--- config.mk ---
export PLATFORM = sky130hd
export DESIGN_NAME = axi_lite_rr_arbiter_flat
export DESIGN_NICKNAME = d
export VERILOG_FILES = /design/src/rtl/axi_lite_rr_arbiter_if.sv /design/src/rtl/axi_lite_rr_arbiter.sv /design/src/flat_wrapper.sv
export SDC_FILE = /design/constraint.sdc
export NUM_CORES = 1
export LEC_CHECK = 0
export ABC_AREA = 0
export BUFFER_PORTS_ARGS = -buffer_cell sky130_fd_sc_hd__clkbuf_2
export CORE_AREA = 4 4 156 158
export DETAILED_ROUTE_END_ITERATION = 12
export DIE_AREA = 0 0 160 162
export PLACE_DENSITY_LB_ADDON = 0.2
export SETUP_SLACK_MARGIN = 0.2
export SLEW_MARGIN = 40
export SYNTH_ARGS = -nofsm -noshare
export SYNTH_HDL_FRONTEND = slang
export SYNTH_SLANG_ARGS = --single-unit
--- constraint.sdc ---
create_clock -name CLK -period 3.04 [get_ports CLK]
set_clock_uncertainty 0.1 [all_clocks]
set_input_delay 0.152 -clock CLK [delete_from_list [all_inputs] [get_ports CLK]]
set_output_delay 0.152 -clock CLK [all_outputs]
set_load 0.02 [all_outputs]
--- src/rtl/axi_lite_rr_arbiter_if.sv ---
// AXI4-lite master-side channel bundle for the round-robin arbiter.
// The master modport drives requests; the slave modport is its mirror.
interface axi_lite_rr_arbiter_if #(
   parameter int unsigned ADDR_WIDTH = 32,
   parameter int unsigned DATA_WIDTH = 32
);
   localparam int unsigned STRB_WIDTH = DATA_WIDTH / 8;

   logic                  awvalid;
   logic                  awready;
   logic [ADDR_WIDTH-1:0] awaddr;
   logic [2:0]            awprot;
   logic                  wvalid;
   logic                  wready;
   logic [DATA_WIDTH-1:0] wdata;
   logic [STRB_WIDTH-1:0] wstrb;
   logic                  bvalid;
   logic                  bready;
   logic [1:0]            bresp;
   logic                  arvalid;
   logic                  arready;
   logic [ADDR_WIDTH-1:0] araddr;
   logic [2:0]            arprot;
   logic                  rvalid;
   logic                  rready;
   logic [DATA_WIDTH-1:0] rdata;
   logic [1:0]            rresp;

   modport master (
      output awvalid, awaddr, awprot, wvalid, wdata, wstrb, bready,
             arvalid, araddr, arprot, rready,
      input  awready, wready, bvalid, bresp, arready, rvalid, rdata, rresp
   );

   modport slave (
      input  awvalid, awaddr, awprot, wvalid, wdata, wstrb, bready,
             arvalid, araddr, arprot, rready,
      output awready, wready, bvalid, bresp, arready, rvalid, rdata, rresp
   );
endinterface

--- src/rtl/axi_lite_rr_arbiter.sv ---
// Round-robin arbiter multiplexing NUM_PORTS requesters onto one AXI4-lite
// master; one transaction in flight, request fields latched at grant.
module axi_lite_rr_arbiter #(
   parameter int unsigned          NUM_PORTS       = 3,
   parameter int unsigned          ADDR_WIDTH      = 32,
   parameter int unsigned          DATA_WIDTH      = 32,
   parameter logic [NUM_PORTS-1:0] INSTR_PORT_MASK = NUM_PORTS'(1)
) (
   input  logic                             CLK,
   input  logic                             RST,
   input  logic [NUM_PORTS-1:0]             req_valid,
   input  logic [NUM_PORTS-1:0]             req_write,
   input  logic [NUM_PORTS*ADDR_WIDTH-1:0]  req_addr,
   input  logic [NUM_PORTS*DATA_WIDTH-1:0]  req_wdata,
   input  logic [NUM_PORTS*DATA_WIDTH/8-1:0] req_wstrb,
   output logic [NUM_PORTS-1:0]             resp_valid,
   output logic [DATA_WIDTH-1:0]            resp_rdata,
   output logic                             resp_err,
   output logic [NUM_PORTS-1:0]             grant,
   axi_lite_rr_arbiter_if.master            m_axi
);
   localparam int unsigned STRB_WIDTH = DATA_WIDTH / 8;
   localparam int unsigned PTR_W      = (NUM_PORTS > 1) ? $clog2(NUM_PORTS) : 1;

   typedef enum logic [2:0] {S_IDLE, S_AR, S_R, S_AWW, S_B, S_DONE} state_t;

   typedef struct packed {
      logic                  write;
      logic [ADDR_WIDTH-1:0] addr;
      logic [DATA_WIDTH-1:0] wdata;
      logic [STRB_WIDTH-1:0] wstrb;
   } req_t;

   logic [ADDR_WIDTH-1:0] w_addr_arr  [NUM_PORTS];
   logic [DATA_WIDTH-1:0] w_wdata_arr [NUM_PORTS];
   logic [STRB_WIDTH-1:0] w_wstrb_arr [NUM_PORTS];

   for (genvar g = 0; g < int'(NUM_PORTS); g++) begin : g_unpack
      assign w_addr_arr[g]  = req_addr[g*ADDR_WIDTH +: ADDR_WIDTH];
      assign w_wdata_arr[g] = req_wdata[g*DATA_WIDTH +: DATA_WIDTH];
      assign w_wstrb_arr[g] = req_wstrb[g*STRB_WIDTH +: STRB_WIDTH];
   end

   state_t                r_state,      w_state;
   logic [PTR_W-1:0]      r_ptr,        w_ptr;
   logic [PTR_W-1:0]      r_port,       w_port;
   req_t                  r_req,        w_req;
   logic [2:0]            r_arprot,     w_arprot;
   logic                  r_arvalid,    w_arvalid;
   logic                  r_rready,     w_rready;
   logic                  r_awvalid,    w_awvalid;
   logic                  r_wvalid,     w_wvalid;
   logic                  r_bready,     w_bready;
   logic [NUM_PORTS-1:0]  r_grant,      w_grant;
   logic [NUM_PORTS-1:0]  r_resp_valid, w_resp_valid;
   logic [DATA_WIDTH-1:0] r_rdata,      w_rdata;
   logic                  r_err,        w_err;
   logic                  w_found;
   logic [PTR_W-1:0]      w_sel;
   logic [PTR_W-1:0]      w_cand;
   int                    w_idx;

   // State and all outputs are registered; AXI inputs only feed next-state logic.
   always_ff @(posedge CLK) begin
      if (RST) begin
         r_state      <= S_IDLE;
         r_ptr        <= '0;
         r_port       <= '0;
         r_req        <= '0;
         r_arprot     <= '0;
         r_arvalid    <= 1'b0;
         r_rready     <= 1'b0;
         r_awvalid    <= 1'b0;
         r_wvalid     <= 1'b0;
         r_bready     <= 1'b0;
         r_grant      <= '0;
         r_resp_valid <= '0;
         r_rdata      <= '0;
         r_err        <= 1'b0;
      end else begin
         r_state      <= w_state;
         r_ptr        <= w_ptr;
         r_port       <= w_port;
         r_req        <= w_req;
         r_arprot     <= w_arprot;
         r_arvalid    <= w_arvalid;
         r_rready     <= w_rready;
         r_awvalid    <= w_awvalid;
         r_wvalid     <= w_wvalid;
         r_bready     <= w_bready;
         r_grant      <= w_grant;
         r_resp_valid <= w_resp_valid;
         r_rdata      <= w_rdata;
         r_err        <= w_err;
      end
   end

   always_comb begin
      w_state      = r_state;
      w_ptr        = r_ptr;
      w_port       = r_port;
      w_req        = r_req;
      w_arprot     = r_arprot;
      w_arvalid    = r_arvalid;
      w_rready     = r_rready;
      w_awvalid    = r_awvalid;
      w_wvalid     = r_wvalid;
      w_bready     = r_bready;
      w_grant      = r_grant;
      w_resp_valid = r_resp_valid;
      w_rdata      = r_rdata;
      w_err        = r_err;
      w_found      = 1'b0;
      w_sel        = r_ptr;
      w_cand       = r_ptr;
      w_idx        = 0;

      // First requester at or after the pointer, wrapping around.
      for (int k = 0; k < int'(NUM_PORTS); k++) begin
         w_idx = int'(r_ptr) + k;
         if (w_idx >= int'(NUM_PORTS)) w_idx = w_idx - int'(NUM_PORTS);
         w_cand = PTR_W'(w_idx);
         if (!w_found && req_valid[w_cand]) begin
            w_found = 1'b1;
            w_sel   = w_cand;
         end
      end

      case (r_state)
         S_IDLE: begin
            if (w_found) begin
               w_port      = w_sel;
               w_req.write = req_write[w_sel];
               w_req.addr  = w_addr_arr[w_sel];
               w_req.wdata = w_wdata_arr[w_sel];
               w_req.wstrb = w_wstrb_arr[w_sel];
               w_grant     = NUM_PORTS'(1) << w_sel;
               if (req_write[w_sel]) begin
                  w_awvalid = 1'b1;
                  w_wvalid  = 1'b1;
                  w_state   = S_AWW;
               end else begin
                  w_arvalid = 1'b1;
                  w_arprot  = {INSTR_PORT_MASK[w_sel], 2'b00};
                  w_state   = S_AR;
               end
            end
         end
         S_AR: begin
            if (m_axi.arready) begin
               w_arvalid = 1'b0;
               w_rready  = 1'b1;
               w_state   = S_R;
            end
         end
         S_R: begin
            if (m_axi.rvalid) begin
               w_rready     = 1'b0;
               w_rdata      = m_axi.rdata;
               w_err        = m_axi.rresp[1];
               w_resp_valid = NUM_PORTS'(1) << r_port;
               w_state      = S_DONE;
            end
         end
         S_AWW: begin
            // Address and data channels retire independently.
            w_awvalid = r_awvalid & ~m_axi.awready;
            w_wvalid  = r_wvalid & ~m_axi.wready;
            if (!w_awvalid && !w_wvalid) begin
               w_bready = 1'b1;
               w_state  = S_B;
            end
         end
         S_B: begin
            if (m_axi.bvalid) begin
               w_bready     = 1'b0;
               w_rdata      = '0;
               w_err        = m_axi.bresp[1];
               w_resp_valid = NUM_PORTS'(1) << r_port;
               w_state      = S_DONE;
            end
         end
         S_DONE: begin
            w_resp_valid = '0;
            w_grant      = '0;
            w_ptr        = (r_port == PTR_W'(NUM_PORTS - 1)) ? '0 : r_port + PTR_W'(1);
            w_state      = S_IDLE;
         end
         default: w_state = S_IDLE;
      endcase
   end

   logic w_unused;
   assign w_unused = ^{m_axi.rresp[0], m_axi.bresp[0]};

   assign m_axi.awvalid = r_awvalid;
   assign m_axi.awaddr  = r_req.addr;
   assign m_axi.awprot  = 3'b000;
   assign m_axi.wvalid  = r_wvalid;
   assign m_axi.wdata   = r_req.wdata;
   assign m_axi.wstrb   = r_req.wstrb;
   assign m_axi.bready  = r_bready;
   assign m_axi.arvalid = r_arvalid;
   assign m_axi.araddr  = r_req.addr;
   assign m_axi.arprot  = r_arprot;
   assign m_axi.rready  = r_rready;

   assign resp_valid = r_resp_valid;
   assign resp_rdata = r_rdata;
   assign resp_err   = r_err;
   assign grant      = r_grant;
endmodule

--- src/flat_wrapper.sv ---
// flat-port wrapper written by rule: the top's interface ports become plain ports
module axi_lite_rr_arbiter_flat 
#(
   parameter int unsigned          NUM_PORTS       = 3,
   parameter int unsigned          ADDR_WIDTH      = 32,
   parameter int unsigned          DATA_WIDTH      = 32,
   parameter logic [NUM_PORTS-1:0] INSTR_PORT_MASK = NUM_PORTS'(1)
)
  (CLK, RST, req_valid, req_write, req_addr, req_wdata, req_wstrb, resp_valid, resp_rdata, resp_err, grant, m_axi_awvalid, m_axi_awaddr, m_axi_awprot, m_axi_wvalid, m_axi_wdata, m_axi_wstrb, m_axi_bready, m_axi_arvalid, m_axi_araddr, m_axi_arprot, m_axi_rready, m_axi_awready, m_axi_wready, m_axi_bvalid, m_axi_bresp, m_axi_arready, m_axi_rvalid, m_axi_rdata, m_axi_rresp);
  axi_lite_rr_arbiter_if #(.ADDR_WIDTH(ADDR_WIDTH), .DATA_WIDTH(DATA_WIDTH)) m_axi_i ();
  input  logic CLK;
  input  logic RST;
  input  logic [NUM_PORTS-1:0] req_valid;
  input  logic [NUM_PORTS-1:0] req_write;
  input  logic [NUM_PORTS*ADDR_WIDTH-1:0] req_addr;
  input  logic [NUM_PORTS*DATA_WIDTH-1:0] req_wdata;
  input  logic [NUM_PORTS*DATA_WIDTH/8-1:0] req_wstrb;
  output logic [NUM_PORTS-1:0] resp_valid;
  output logic [DATA_WIDTH-1:0] resp_rdata;
  output logic resp_err;
  output logic [NUM_PORTS-1:0] grant;
  output wire logic [$bits(m_axi_i.awvalid)-1:0] m_axi_awvalid;
  output wire logic [$bits(m_axi_i.awaddr)-1:0] m_axi_awaddr;
  output wire logic [$bits(m_axi_i.awprot)-1:0] m_axi_awprot;
  output wire logic [$bits(m_axi_i.wvalid)-1:0] m_axi_wvalid;
  output wire logic [$bits(m_axi_i.wdata)-1:0] m_axi_wdata;
  output wire logic [$bits(m_axi_i.wstrb)-1:0] m_axi_wstrb;
  output wire logic [$bits(m_axi_i.bready)-1:0] m_axi_bready;
  output wire logic [$bits(m_axi_i.arvalid)-1:0] m_axi_arvalid;
  output wire logic [$bits(m_axi_i.araddr)-1:0] m_axi_araddr;
  output wire logic [$bits(m_axi_i.arprot)-1:0] m_axi_arprot;
  output wire logic [$bits(m_axi_i.rready)-1:0] m_axi_rready;
  input wire logic [$bits(m_axi_i.awready)-1:0] m_axi_awready;
  input wire logic [$bits(m_axi_i.wready)-1:0] m_axi_wready;
  input wire logic [$bits(m_axi_i.bvalid)-1:0] m_axi_bvalid;
  input wire logic [$bits(m_axi_i.bresp)-1:0] m_axi_bresp;
  input wire logic [$bits(m_axi_i.arready)-1:0] m_axi_arready;
  input wire logic [$bits(m_axi_i.rvalid)-1:0] m_axi_rvalid;
  input wire logic [$bits(m_axi_i.rdata)-1:0] m_axi_rdata;
  input wire logic [$bits(m_axi_i.rresp)-1:0] m_axi_rresp;
  assign m_axi_awvalid = m_axi_i.awvalid;
  assign m_axi_awaddr = m_axi_i.awaddr;
  assign m_axi_awprot = m_axi_i.awprot;
  assign m_axi_wvalid = m_axi_i.wvalid;
  assign m_axi_wdata = m_axi_i.wdata;
  assign m_axi_wstrb = m_axi_i.wstrb;
  assign m_axi_bready = m_axi_i.bready;
  assign m_axi_arvalid = m_axi_i.arvalid;
  assign m_axi_araddr = m_axi_i.araddr;
  assign m_axi_arprot = m_axi_i.arprot;
  assign m_axi_rready = m_axi_i.rready;
  assign m_axi_i.awready = m_axi_awready;
  assign m_axi_i.wready = m_axi_wready;
  assign m_axi_i.bvalid = m_axi_bvalid;
  assign m_axi_i.bresp = m_axi_bresp;
  assign m_axi_i.arready = m_axi_arready;
  assign m_axi_i.rvalid = m_axi_rvalid;
  assign m_axi_i.rdata = m_axi_rdata;
  assign m_axi_i.rresp = m_axi_rresp;
  axi_lite_rr_arbiter #(.NUM_PORTS(NUM_PORTS), .ADDR_WIDTH(ADDR_WIDTH), .DATA_WIDTH(DATA_WIDTH), .INSTR_PORT_MASK(INSTR_PORT_MASK)) u_core (.CLK(CLK), .RST(RST), .req_valid(req_valid), .req_write(req_write), .req_addr(req_addr), .req_wdata(req_wdata), .req_wstrb(req_wstrb), .resp_valid(resp_valid), .resp_rdata(resp_rdata), .resp_err(resp_err), .grant(grant), .m_axi(m_axi_i));
endmodule
[After elaboration in Yosys (flattened, before gate mapping)]
Cells that the tools add are included.
Operators by class
  add/subtract/negate cells: 6
  $mul: 0
  divide/modulo/power cells: 0
  magnitude comparators: 8
  equal/unequal tests: 13
  shift-type cells: 2
  mux-type cells: 61
  bitwise gates (word level): 6
  reduce and logical (&&, ||, !) cells: 25
Operator list (number)
  two-way mux 32 bit: 6
  binary-select mux 32 bit (select 2 bit): 2
  one-hot mux 32 bit (2 select lines): 1
  two-way mux 3 bit: 8
  two-way mux 1 bit: 19
  AND reduction 3 bit: 6
  two-way mux 2 bit: 8
  one-hot mux 3 bit (5 select lines): 1
  < comparator 2 x 3 -> 1 bit, second input constant: 4
  one-hot mux 1 bit (2 select lines): 6
  nonzero test 2 bit: 6
  binary-select mux 1 bit (select 2 bit): 5
  one-hot mux 3 bit (3 select lines): 1
  binary-select mux 4 bit (select 2 bit): 1
  two-way mux 4 bit: 2
  inequality test 2 bit, second input constant: 4
  equality test 3 x 2 -> 1 bit, second input constant: 2
  equality test 3 bit, second input constant: 2
  greater-or-equal comparator 3 x 2 -> 1 bit, second input constant: 2
  inequality test 2 x 1 -> 1 bit, second input constant: 3
  one-hot mux 3 bit (2 select lines): 1
  left shift 1 x 2 -> 3 bit, first input constant: 2
  AND reduction 5 bit: 1
  zero test 1 bit: 4
  other kinds (17): 24
Storage, ports and cells
  bits in registers: 120
  bits in latches: 0
  bits in writable memories: 0
  memory bits (read-only): 0
  logic and storage cells: 137
  memories kept: 0

[Longest topological paths before layout]
Gate-level depths: netlist of the first run.
  depth in word-level cells: 16
  mapped depth: 11
  mapped depth without buffers: 8

[Worst setup path after synthesis of the first run]
No wires, ideal clock.
  kind: flip-flop to flip-flop
  start: register u_core.r_ptr[1]
  end: register u_core.r_req, in the netlist u_core.m_axi.araddr[0]
  setup time: 0.132 ns
  data arrival time: 2.198 ns
  path slack: 0.610 ns
  cell stages (with the launch flop): 11
  buffers on the path: 2
  cell sequence: dfxtp_1 -> inv_1 -> ha_1 -> mux2i_2 -> o21ai_4 -> or2_1 -> o21ai_4 -> buf_6 -> buf_6 -> mux2i_1 -> o221ai_2
On the way
  word-level cells in the longest chain between the ends: 15
  elaborated cells between the ends (all ways): 32
  classes of those cells: add/sub (5); order compare (3); mux (18); bitwise (1); reduce/logical (5)
RTL lines
  start, declared: line axi_lite_rr_arbiter.sv:45  | logic [PTR_W-1:0] r_ptr, w_ptr;
  start signal, assigned: line axi_lite_rr_arbiter.sv:82  | r_ptr <= w_ptr;
  parallel branches: the longest is 15 deep, another holds adder 2 x 1 -> 3 bit
  end signal, assigned: line axi_lite_rr_arbiter.sv:84  | r_req <= w_req;
  end, declared: line axi_lite_rr_arbiter.sv:47  | req_t r_req, w_req;
Parallel ways; which one is timed is not known. The select of a mux whose other input is x is not followed.
A chain may end at the register's enable or synchronous reset.

[Worst setup path in the final report of the first run]
  start: register u_core.r_ptr[0]
  end: register u_core.r_req, in the netlist u_core.m_axi.wdata[9]
On the way
  word-level cells in the longest chain between the ends: 15
  elaborated cells between the ends (all ways): 32
  classes of those cells: add/sub (5); order compare (3); mux (18); bitwise (1); reduce/logical (5)
RTL lines
  parallel branches: the longest is 15 deep, another holds adder 2 x 1 -> 3 bit
Parallel ways; which one is timed is not known. The select of a mux whose other input is x is not followed.

==> reports/qor.yml, run 1 <==
yosys:
  ys_seq_elements: 120
  synth_ff_type: "dfxtp_1"
  synth_area_sq_mm: 0.00641
  syn_area_per_cell_sq_um: 8.65
  synthDistinctLibCells: 54
  synth_edf_count: 0
  async_flop_share_pct: 0
  yosysSeqAreaShare_pct: 37.5
  ys_warn_count: 0
  syn_inst: 741
global_routing:
  met3_usage_pct: 5.05
  grt_first_pass_wirelength_um: 42100
  busiest_layer: "met2"
  grt_pass1_vias: 7806
  antenna_found_initial: 1
  grt_overflow: 0
  met1_usage_pct: 22.1
  grtUsageTotal_pct: 20.0
  gr-usage-met2_pct: 36.9
  grt_max_degree: 69
layout:
  drive_gt1_share_pct: 38.5
  stdcell_area_sq_mm: 0.0116
  final_nets: 1598
  final-instance-count-excl-fill: 1645
  syn_to_final_growth_pct: 80.9
route:
  vias: 7700
  dr.pass1.iters: 7
  wl_per_cell_um: 16.9
  wl_um: 27900
  viasPerCell: 4.68
  drtIter0Drc: 413
  route.detailed.drc: 0
  ant_nets: 0
critical_path:
  cp_slowest_stage_delay_ps: 410
  endpoint_kind: "flip-flop"
  worstPathCellList: "inv_1 -> ha_2 -> and3b_1 -> o2bb2ai_1 -> or2_1 -> o21ai_4 -> buf_12 -> buf_4 -> mux2i_1 -> o221ai_2"
  crit_type: "flip-flop to flip-flop"
  path_max_fanout: 11
  r2r-start: "u_core.r_ptr[0]"
  cp_slowest_cell: "dfxtp_2"
  critPathArrivalTime_ps: 2940
  worstSetupStartpointType: "flip-flop"
  required_ps: 3220
  crit_path_start: "u_core.r_ptr[0]"
hold_path:
  min_path_type: "input port to flip-flop"
  hold_start: "m_axi_wready"
timing:
  finalCriticalPeriod_ps: 2760
  slew_headroom_pct: 59.5
  finalSetupViolations: 0
  finalCritPeriodShare_pct: 90.7
  rsz0062_at_grt: "yes"
  fmax_mhz: 363
  worst_pin_slew_ps: 607
  hold_viol: 0
  tns_ps: 0
  slew_violations: 0
cts:
  path_clk_slew_ps: 70
  htreeDepth: 4
  clock_path_buffers: 2
  cts_root_buffer: "clkbuf_16"
  cts_tree: "built"
  cts_made_buffers: 17
  cts_num_sinks: 120
  clkLatencyLatePin_ps: 410
run:
  maxCapViolCount: 0
pwr:
  leakagePower_nw: 5.68
  pwr_density_cell_mw_per_mm2: 715
  ir_worst_vdd_mv: 0.368
  total_power_w: 0.00830
place:
  dp_hpwl_um: 18000
  dp.cells: 1369
  dpl_cell_area_sq_mm: 0.00849
  place.gp.congestion: 0.808
  io_buffers: 395
floorplan:
  dieArea_sq_mm: 0.0259
  fp.coreArea_sq_mm: 0.0231
  die_w_um: 160
  rows: 56
  start_util_pct: 27.7
  die_y_um: 162
  ioPinCount: 403
status:
  outcome: "completed"
[area by class of cell]
| type | instances | area (sq um) |
|---|---|---|
| clock inverters | 15 | 215 |
| flip-flops and latches | 120 | 2400 |
| clock buffers | 17 | 425 |
| diodes | 1 | 2.50 |
| fillers | 2144 | 11500 |
| repair buffers | 664 | 4660 |
| well taps | 290 | 363 |
| multi-input cells | 461 | 3240 |
| inverters | 77 | 289 |
[repair_timing]
item,4_1_cts,5_1_grt
buffers inserted,2,10
setup endpoints to repair,30,69
cloned,0,1
hold buffers,230,0
pin swaps,1,1
resized for setup,2,7
hold endpoints to repair,103,0
[kinds of logic after synthesis]
logic type	synth area share, %
flip-flops	37.5
AND/OR/NAND/NOR	15.5
buffers and inverters	13.0
multiplexers	11.8
other	0.0585
adder cells (fa/ha/maj)	0.781
AO/OA/AOI/OAI	21.3
[through the flow]
stage / hold WS, ps / worst slack, ps / utilization (%)
finish: 35.1 / 284 / 50.1
CTS: 18.1 / 204 / 49.6
floorplan: 151 / 610 / -
detailed placement: 299 / 136 / 36.7
global route: 41.5 / 163 / 50.1
global placement: 292 / 204 / 36.7
[power by group]
group          switching [W]  internal [W]
registers           0.000376       0.00205
logic                0.00221       0.00145
clock network       0.000821       0.00139
[synthesized netlist by cell type, types with 3 or more instances]
| cell | number | share of area [%] |
|---|---|---|
| o221ai_1 | 33 | 4.5 |
| buf_2 | 16 | 1.2 |
| a211oi_1 | 3 | 0.35 |
| mux2i_1 | 73 | 11 |
| inv_1 | 77 | 4.5 |
| nor2_1 | 14 | 0.82 |
| nand3_1 | 42 | 3.3 |
| o21ai_0 | 3 | 0.23 |
| nor3b_1 | 3 | 0.35 |
| a21o_1 | 4 | 0.47 |
| dfxtp_1 | 120 | 37 |
| nor2b_1 | 7 | 0.68 |
| clkbuf_1 | 23 | 1.3 |
| ha_1 | 4 | 0.78 |
| nand2_1 | 124 | 7.3 |
| o221ai_2 | 35 | 8.2 |
| buf_4 | 41 | 4.8 |
| nand2b_1 | 5 | 0.49 |
| a21oi_1 | 53 | 4.1 |
| a31oi_1 | 4 | 0.39 |
| buf_6 | 5 | 0.88 |
| nor3_1 | 7 | 0.55 |
[worst max-delay path, delay by kind of cell (launching register included)]
family,cells,cell delay [ps]
AND/OR/NAND/NOR,2,460
AO/OA/AOI/OAI,3,510
flip-flops,1,410
multiplexers,1,320
adder cells (fa/ha/maj),1,380
buffers and inverters,3,450
[layer usage]
| metal | wire length (um) | part of all wire (%) | vias up |
|---|---|---|---|
| li1 | - | - | 3755 |
| met3 | 1640 | 5.9 | 60 |
| met5 | 20 | 0.072 | - |
| met4 | 868 | 3.1 | 2 |
| met2 | 14500 | 52 | 339 |
| met1 | 10800 | 39 | 3544 |
[state kept, by name, summed over array words and instances (netlist names)]
signal and count:
u_core.r_ptr 2, u_core.m_axi.araddr 32, u_core.resp_err 1, u_core.m_axi.rready 1, u_core.resp_rdata 32, u_core.m_axi.wdata 32
u_core.resp_valid 3, u_core.m_axi.wstrb 4, u_core.m_axi.arvalid 1, u_core.m_axi.wvalid 1, u_core.m_axi.arprot 1, u_core.r_port 2
u_core.m_axi.bready 1, u_core.m_axi.awvalid 1, u_core.r_state 3, u_core.grant 3
[cells in the final DEF, fill, tap and decap left out, types with 3 or more instances in the layout]
master         instances
clkbuf_2             395
dlygate4sd3_1        230
nand2_1              124
dfxtp_1              119
inv_1                 77
mux2i_1               70
a21oi_1               53
nand3_1               42
o221ai_2              35
o221ai_1              33
buf_4                 32
clkbuf_16             18
nor2_1                14
nor2b_1                7
nor3_1                 7
nand2b_1               5
conb_1                 5
clkinv_4               5
buf_12                 5
mux2i_2                4
a21o_1                 4
a31oi_1                4
bufinv_16              4
inv_6                  4
nor3b_1                3
o21ai_0                3
a211oi_1               3
[path summary, 6_finish.rpt]
check | to | slack [ps] | depth (start not counted)
max | u_core.m_axi.wdata[9] | 280 | 10
min | u_core.m_axi.wvalid | 40 | 4
max reg2reg | u_core.m_axi.wdata[9] | 280 | 10
min reg2reg | u_core.resp_rdata[17] | 350 | 2
Note: power is estimated with default switching activity, not from simulation.
==> run 2: changes to the inputs <==
--- a/config.mk
+++ b/config.mk
@@ -7,7 +7,7 @@
 export LEC_CHECK = 0
 export ABC_AREA = 0
 export BUFFER_PORTS_ARGS = -buffer_cell sky130_fd_sc_hd__clkbuf_2
-export CORE_AREA = 4 4 156 158
+export CORE_AREA = 2 2 158 160
 export DETAILED_ROUTE_END_ITERATION = 12
 export DIE_AREA = 0 0 160 162
 export PLACE_DENSITY_LB_ADDON = 0.2
==> constraint.sdc (replaced) <==
create_clock -name CLK -period 3.04 [get_ports CLK]
set_clock_uncertainty 0.1 [all_clocks]
set_input_delay 0 -clock CLK [delete_from_list [all_inputs] [get_ports CLK]]
set_output_delay 0 -clock CLK [all_outputs]
set_load 0.02 [all_outputs]
==> run 2 against run 1 <==
Compared with the run above:
- setup slack improved by 48 ps
- flip-flop and latch count unchanged
- combinational power about the same
- total power decreased by 3.0%
- design area increased by 1.3%
- critical path depth increased by 1
- global-route usage decreased by 0.29 points
- sequential share of layout area decreased by 0.26 points
- fmax increased by 1.8%
- via count increased by 1.4%
- critical path type unchanged
- largest cell class unchanged
- largest power group unchanged
==> reports/qor.yml, run 2 (same netlist as run 1, synthesis figures left out) <==
status:
  outcome: "completed"
layout:
  stdcell_area_sq_mm: 0.0117  # +1.3%
  drive_gt1_share_pct: 37.6  # -0.86 points
  final_cell_mix: "clkbuf_2 (395), dlygate4sd3_1 (246), nand2_1 (124)"
  final_common_cell: "clkbuf_2"
  finish.utilization_pct: 48.7  # -1.4 points
  fillers: 2217  # +3.4%
  syn_to_final_growth_pct: 83.2
  final_nets: 1613  # +0.94%
route:
  ant_nets: 0  # unchanged
  wl_um: 27400  # -1.7%
  route.detailed.drc: 0  # unchanged
  dr.pass1.iters: 4  # -3
  vias: 7804  # +1.4%
  viasPerCell: 4.60  # -1.7%
  wl_per_cell_um: 16.1  # -4.7%
  drtIter0Drc: 419  # +1.5%
place:
  place.gp.congestion: 0.807  # about the same
  io_buffers: 395  # unchanged
  dpl_cell_area_sq_mm: 0.00849  # unchanged
  dp_hpwl_um: 17500  # -2.8%
  place_ws_ps: 207  # +71.3 ps
critical_path:
  crit_type: "flip-flop to flip-flop"
  critPathArrivalTime_ps: 2890  # -50 ps
  worstSetupStartpointType: "flip-flop"
  reg2reg_slack_ps: 330  # +50 ps
  required_ps: 3220  # about the same
  endpoint_kind: "flip-flop"
  r2r-start: "u_core.r_ptr[0]"
  r2r-end: "u_core.m_axi.wdata[26]"
  path_max_fanout: 14  # +3
  reg2regPathDepth: 11  # +1
timing:
  slew_violations: 0  # unchanged
  finalCriticalPeriod_ps: 2710  # -47.9 ps
  finalCritPeriodShare_pct: 89.1  # -1.6 points
  worst_pin_slew_ps: 574  # -33.1 ps
  worst_slack_ps: 332  # +47.9 ps
  fmax_mhz: 369  # +1.8%
  slew_headroom_pct: 61.7  # +2.2 points
  finalSetupViolations: 0  # unchanged
  tns_ps: 0  # unchanged
  hold_viol: 0  # unchanged
  rsz0062_at_grt: "no"
hold_path:
  hold_start: "req_addr[72]"
  worstHoldPathCells: 5  # +1
  min_path_type: "input port to flip-flop"
  min_to: "u_core.m_axi.araddr[8]"
cts:
  clock_path_buffers: 2  # unchanged
  cts_tree: "built"
  cts_root_buffer: "clkbuf_16"
  cts_num_sinks: 120  # unchanged
  path_clk_slew_ps: 60  # about the same
  cts_made_buffers: 17  # unchanged
  clkLatencyLatePin_ps: 410  # about the same
  htreeDepth: 4  # unchanged
global_routing:
  grt_pass1_vias: 7763  # -0.55%
  grtUsageTotal_pct: 19.8  # -0.29 points
  antenna_found_initial: 4  # +3
  grt_max_degree: 69  # unchanged
  grt_overflow: 0  # unchanged
  grt_first_pass_wirelength_um: 41000  # -2.6%
floorplan:
  start_util_pct: 26.6  # -1.1 points
  fp.coreArea_sq_mm: 0.0241  # +4.3%
  dieArea_sq_mm: 0.0259  # unchanged
  ioPinCount: 403  # unchanged
  die_y_um: 162  # unchanged
  rows: 57  # +1.8%
  die_w_um: 160  # unchanged
pwr:
  leakagePower_nw: 5.71  # +0.67%
  ir_worst_vdd_mv: 0.370  # +0.55%
  pwr_density_cell_mw_per_mm2: 685  # -4.2%
run:
  maxCapViolCount: 0  # unchanged
==> run 2: per-stage QoR <==
stage,instances,total power [W],hold WS [ps]
after floorplan,745,0.00471,-0.938
after global placement,1394,0.00574,142
after detailed placement,1394,0.00575,145
after CTS,1672,0.00798,0.754
after global routing,1694,0.00850,55.1
final,1696,0.00805,9.66
==> run 2: worst max-delay path, stage by stage (launching register included) <==
cell and delay, ps:
dfxtp_2 400, inv_1 80, ha_1 250, buf_4 170
nand3b_1 150, o21ai_4 120, or2_1 300, o21ai_4 260
buf_4 180, clkbuf_16 200, mux2i_1 250, o221ai_1 130
==> run 2: power breakdown <==
part	total (W)	switching, W	internal, W
Sequential	0.00242	0.000377	0.00205
Combinational	0.00369	0.00221	0.00148
Clock	0.00194	0.000806	0.00113
==> run 2: worst max path at each step <==
stage                    start                 endpoint  slack (ps)  cells past startpoint
2_1_floorplan  u_core.r_ptr[1]   u_core.m_axi.araddr[0]         610                     10
3_3_place_gp   u_core.r_ptr[0]   u_core.m_axi.wdata[10]         250                      9
3_5_place_dp   u_core.r_ptr[1]  u_core.m_axi.araddr[24]         210                     10
4_1_cts        u_core.r_ptr[1]  u_core.m_axi.araddr[24]         220                     10
5_1_grt        u_core.r_ptr[0]  u_core.m_axi.araddr[18]         210                     11
6_report       u_core.r_ptr[0]   u_core.m_axi.wdata[26]         330                     11
==> run 2: area by class of cell <==
type | count | area (sq um) | share of cell area [%]
antenna | 3 | 7.51 | 0.0639
clock buffer | 19 | 433 | 3.69
clock inverter | 13 | 123 | 1.04
inverter | 77 | 289 | 2.46
multi-input combinational | 461 | 3240 | 27.6
sequential | 120 | 2400 | 20.5
tap | 324 | 405 | 3.45
timing repair buffer | 679 | 4850 | 41.3
==> run 2: what timing repair did <==
| action | CTS | global route |
|---|---|---|
| gates resized for setup | 0 | 6 |
| endpoints found under the setup margin | 0 | 69 |
| hold endpoints to repair | 108 | 0 |
| setup buffers | 0 | 19 |
| hold buffers | 246 | 0 |
==> run 2: routing by layer <==
metal | global-route usage, % | vias to the layer above | part of all wire (%)
li1 | - | 3790 | -
met3 | 6.10 | 74 | 6.2
met5 | 0 | - | 0.047
met2 | 36.1 | 323 | 52
met1 | 20.9 | 3615 | 39
met4 | 8.80 | 2 | 3.6
==> run 3: changes to the inputs <==
--- a/config.mk
+++ b/config.mk
@@ -11,6 +11,7 @@
 export DETAILED_ROUTE_END_ITERATION = 12
 export DIE_AREA = 0 0 160 162
 export PLACE_DENSITY_LB_ADDON = 0.2
+export REMOVE_ABC_BUFFERS = 1
 export SETUP_SLACK_MARGIN = 0.2
 export SLEW_MARGIN = 40
 export SYNTH_ARGS = -nofsm -noshare
==> run 3 against run 2 <==
Compared with the run above:
- combinational power about the same
- clock power about the same
- setup slack got worse by 28 ps
- fmax down 1.0%
- clock-buffer cell count shrank 1
- non-clock buffer count shrank 4
- register-to-register slack got worse by 30 ps
- critical path type unchanged
- cell count down 0.24%
- design area barely moved
- routed wire length grew 0.33%
- sequential share of layout area about the same
- largest cell class unchanged
==> reports/qor.yml, run 3 (same netlist as run 1, synthesis figures left out) <==
timing:
  finalCritPeriodShare_pct: 90.0  # +0.92 points
  finalCriticalPeriod_ps: 2740  # +27.8 ps
  hold_viol: 0  # unchanged
  rsz0062_at_grt: "no"
  whs_ps: 186  # +176 ps
  fmax_mhz: 366  # -1.0%
  worst_pin_slew_ps: 514  # -60.0 ps
  tns_ps: 0  # unchanged
  slew_headroom_pct: 65.7  # +4.0 points
  slew_violations: 0  # unchanged
  finalSetupViolations: 0  # unchanged
layout:
  final_common_cell: "clkbuf_2"
  final_nets: 1609  # -0.25%
  final_cell_mix: "clkbuf_2 (395), dlygate4sd3_1 (248), nand2_1 (124)"
  drive_gt1_share_pct: 37.6  # about the same
  syn_to_final_growth_pct: 83.1  # about the same
  stdcell_area_sq_mm: 0.0117  # about the same
pwr:
  sw_frac_of_total_pct: 42.2  # +0.087 points
  pwr_density_cell_mw_per_mm2: 690  # +0.69%
  p_comb_share_pct: 45.8  # about the same
  leakagePower_nw: 5.71  # about the same
  pwr-share-seq_pct: 29.9  # -0.2 points
  total_power_w: 0.00810  # +0.63%
  clkPwrFrac_pct: 24.3  # +0.2 points
  p_switching_w: 0.00342  # +0.84%
  ir_worst_vdd_mv: 0.384  # +3.8%
  internal_power_w: 0.00468  # +0.48%
cts:
  cts_made_buffers: 17  # unchanged
  cts_root_buffer: "clkbuf_16"
  clock_path_buffers: 2  # unchanged
  path_clk_slew_ps: 60  # about the same
  clkLatencyLatePin_ps: 410  # about the same
  htreeDepth: 4  # unchanged
  cts_num_sinks: 120  # unchanged
  cts_tree: "built"
route:
  ant_nets: 0  # unchanged
  drtIter0Drc: 394  # -6.0%
  viasPerCell: 4.58  # -0.38%
  wl_per_cell_um: 16.2  # +0.57%
  dr.pass1.iters: 4  # unchanged
  route.detailed.drc: 0  # unchanged
  wl_um: 27500  # +0.33%
  vias: 7756  # -0.62%
floorplan:
  rows: 57  # unchanged
  die_w_um: 160  # unchanged
  ioPinCount: 403  # unchanged
  dieArea_sq_mm: 0.0259  # unchanged
  fp.coreArea_sq_mm: 0.0241  # unchanged
  die_y_um: 162  # unchanged
  start_util_pct: 26.6  # unchanged
place:
  dpl_cell_area_sq_mm: 0.00848  # -0.21%
  io_buffers: 395  # unchanged
  dp_hpwl_um: 17200  # -1.9%
  place.gp.congestion: 0.796  # -1.4%
critical_path:
  critPathArrivalTime_ps: 2950  # +60 ps
  worstSetupStartpointType: "flip-flop"
  reg2reg_slack_ps: 300  # -30 ps
  path_max_fanout: 51  # +37
  endpoint_kind: "flip-flop"
  crit_type: "flip-flop to flip-flop"
  required_ps: 3260  # +40 ps
global_routing:
  grt_pass1_vias: 8066  # +3.9%
  grt_max_degree: 67  # -2.9%
  antenna_found_initial: 1  # -3
  grtUsageTotal_pct: 20.1  # +0.33 points
  grt_overflow: 0  # unchanged
  grt_first_pass_wirelength_um: 41700  # +1.8%
run:
  maxCapViolCount: 0  # unchanged
status:
  outcome: "completed"
hold_path:
  min_path_type: "input port to flip-flop"
-- run 3: cell type report --
cell class	count	area [sq um]
Fill cell	2276	12400
Timing Repair Buffer	675	4830
Multi-Input combinational cell	461	3240
Sequential cell	120	2400
Clock buffer	18	439
Tap cell	324	405
Inverter	77	289
Clock inverter	14	125
Antenna cell	3	7.51
-- run 3: power by group through the flow --
stage	registers, W	logic [W]	clock network (W)
final	0.00242	0.00371	0.00197
after global routing	0.00249	0.00398	0.00210
after CTS	0.00242	0.00359	0.00202
after detailed placement	0.00243	0.00332	0
after global placement	0.00244	0.00332	0
after floorplan	0.00310	0.00128	0
-- run 3: through the flow --
stage / util, % / cells / setup slack [ps]
finish: 48.7 / 1692 / 304
floorplan: - / 658 / -2370
global placement: 35.2 / 1395 / 252
global route: 48.7 / 1690 / 179
CTS: 47.8 / 1675 / 231
detailed placement: 35.2 / 1395 / 217
-- run 3: repair_timing --
item	CTS	global route
hold buffers	248	0
hold endpoints to repair	111	0
pin swaps	0	2
cloned	0	2
buffers inserted	0	12
resized for setup	1	7
endpoints found under the setup margin	3	71
-- run 3: path summary, 6_finish.rpt --
| kind | to | startpoint | depth (start not counted) |
|---|---|---|---|
| worst min-delay path | u_core.r_port[1] | req_valid[2] | 5 |
| worst max-delay path | u_core.m_axi.araddr[27] | u_core.r_ptr[0] | 11 |
| worst min register to register | u_core.resp_rdata[1] | u_core.resp_rdata[1] | 2 |
| worst max register to register | u_core.m_axi.araddr[27] | u_core.r_ptr[0] | 11 |
-- run 3: critical path: stages (launching register included) --
cell	delay, ps
dfxtp_2	400
inv_1	80
ha_1	250
buf_4	180
nand3b_1	140
o21ai_4	110
or2_1	290
o21ai_4	270
buf_12	190
nand3_4	90
buf_12	200
o221ai_1	260
-- run 3: routing by layer --
metal | GRT usage (%) | vias up | wire [um]
li1 | - | 3779 | -
met1 | 22.5 | 3622 | 10800
met2 | 36.1 | 303 | 14000
met3 | 5.82 | 52 | 1870
met4 | 7.62 | 0 | 726
met5 | 0 | - | 0
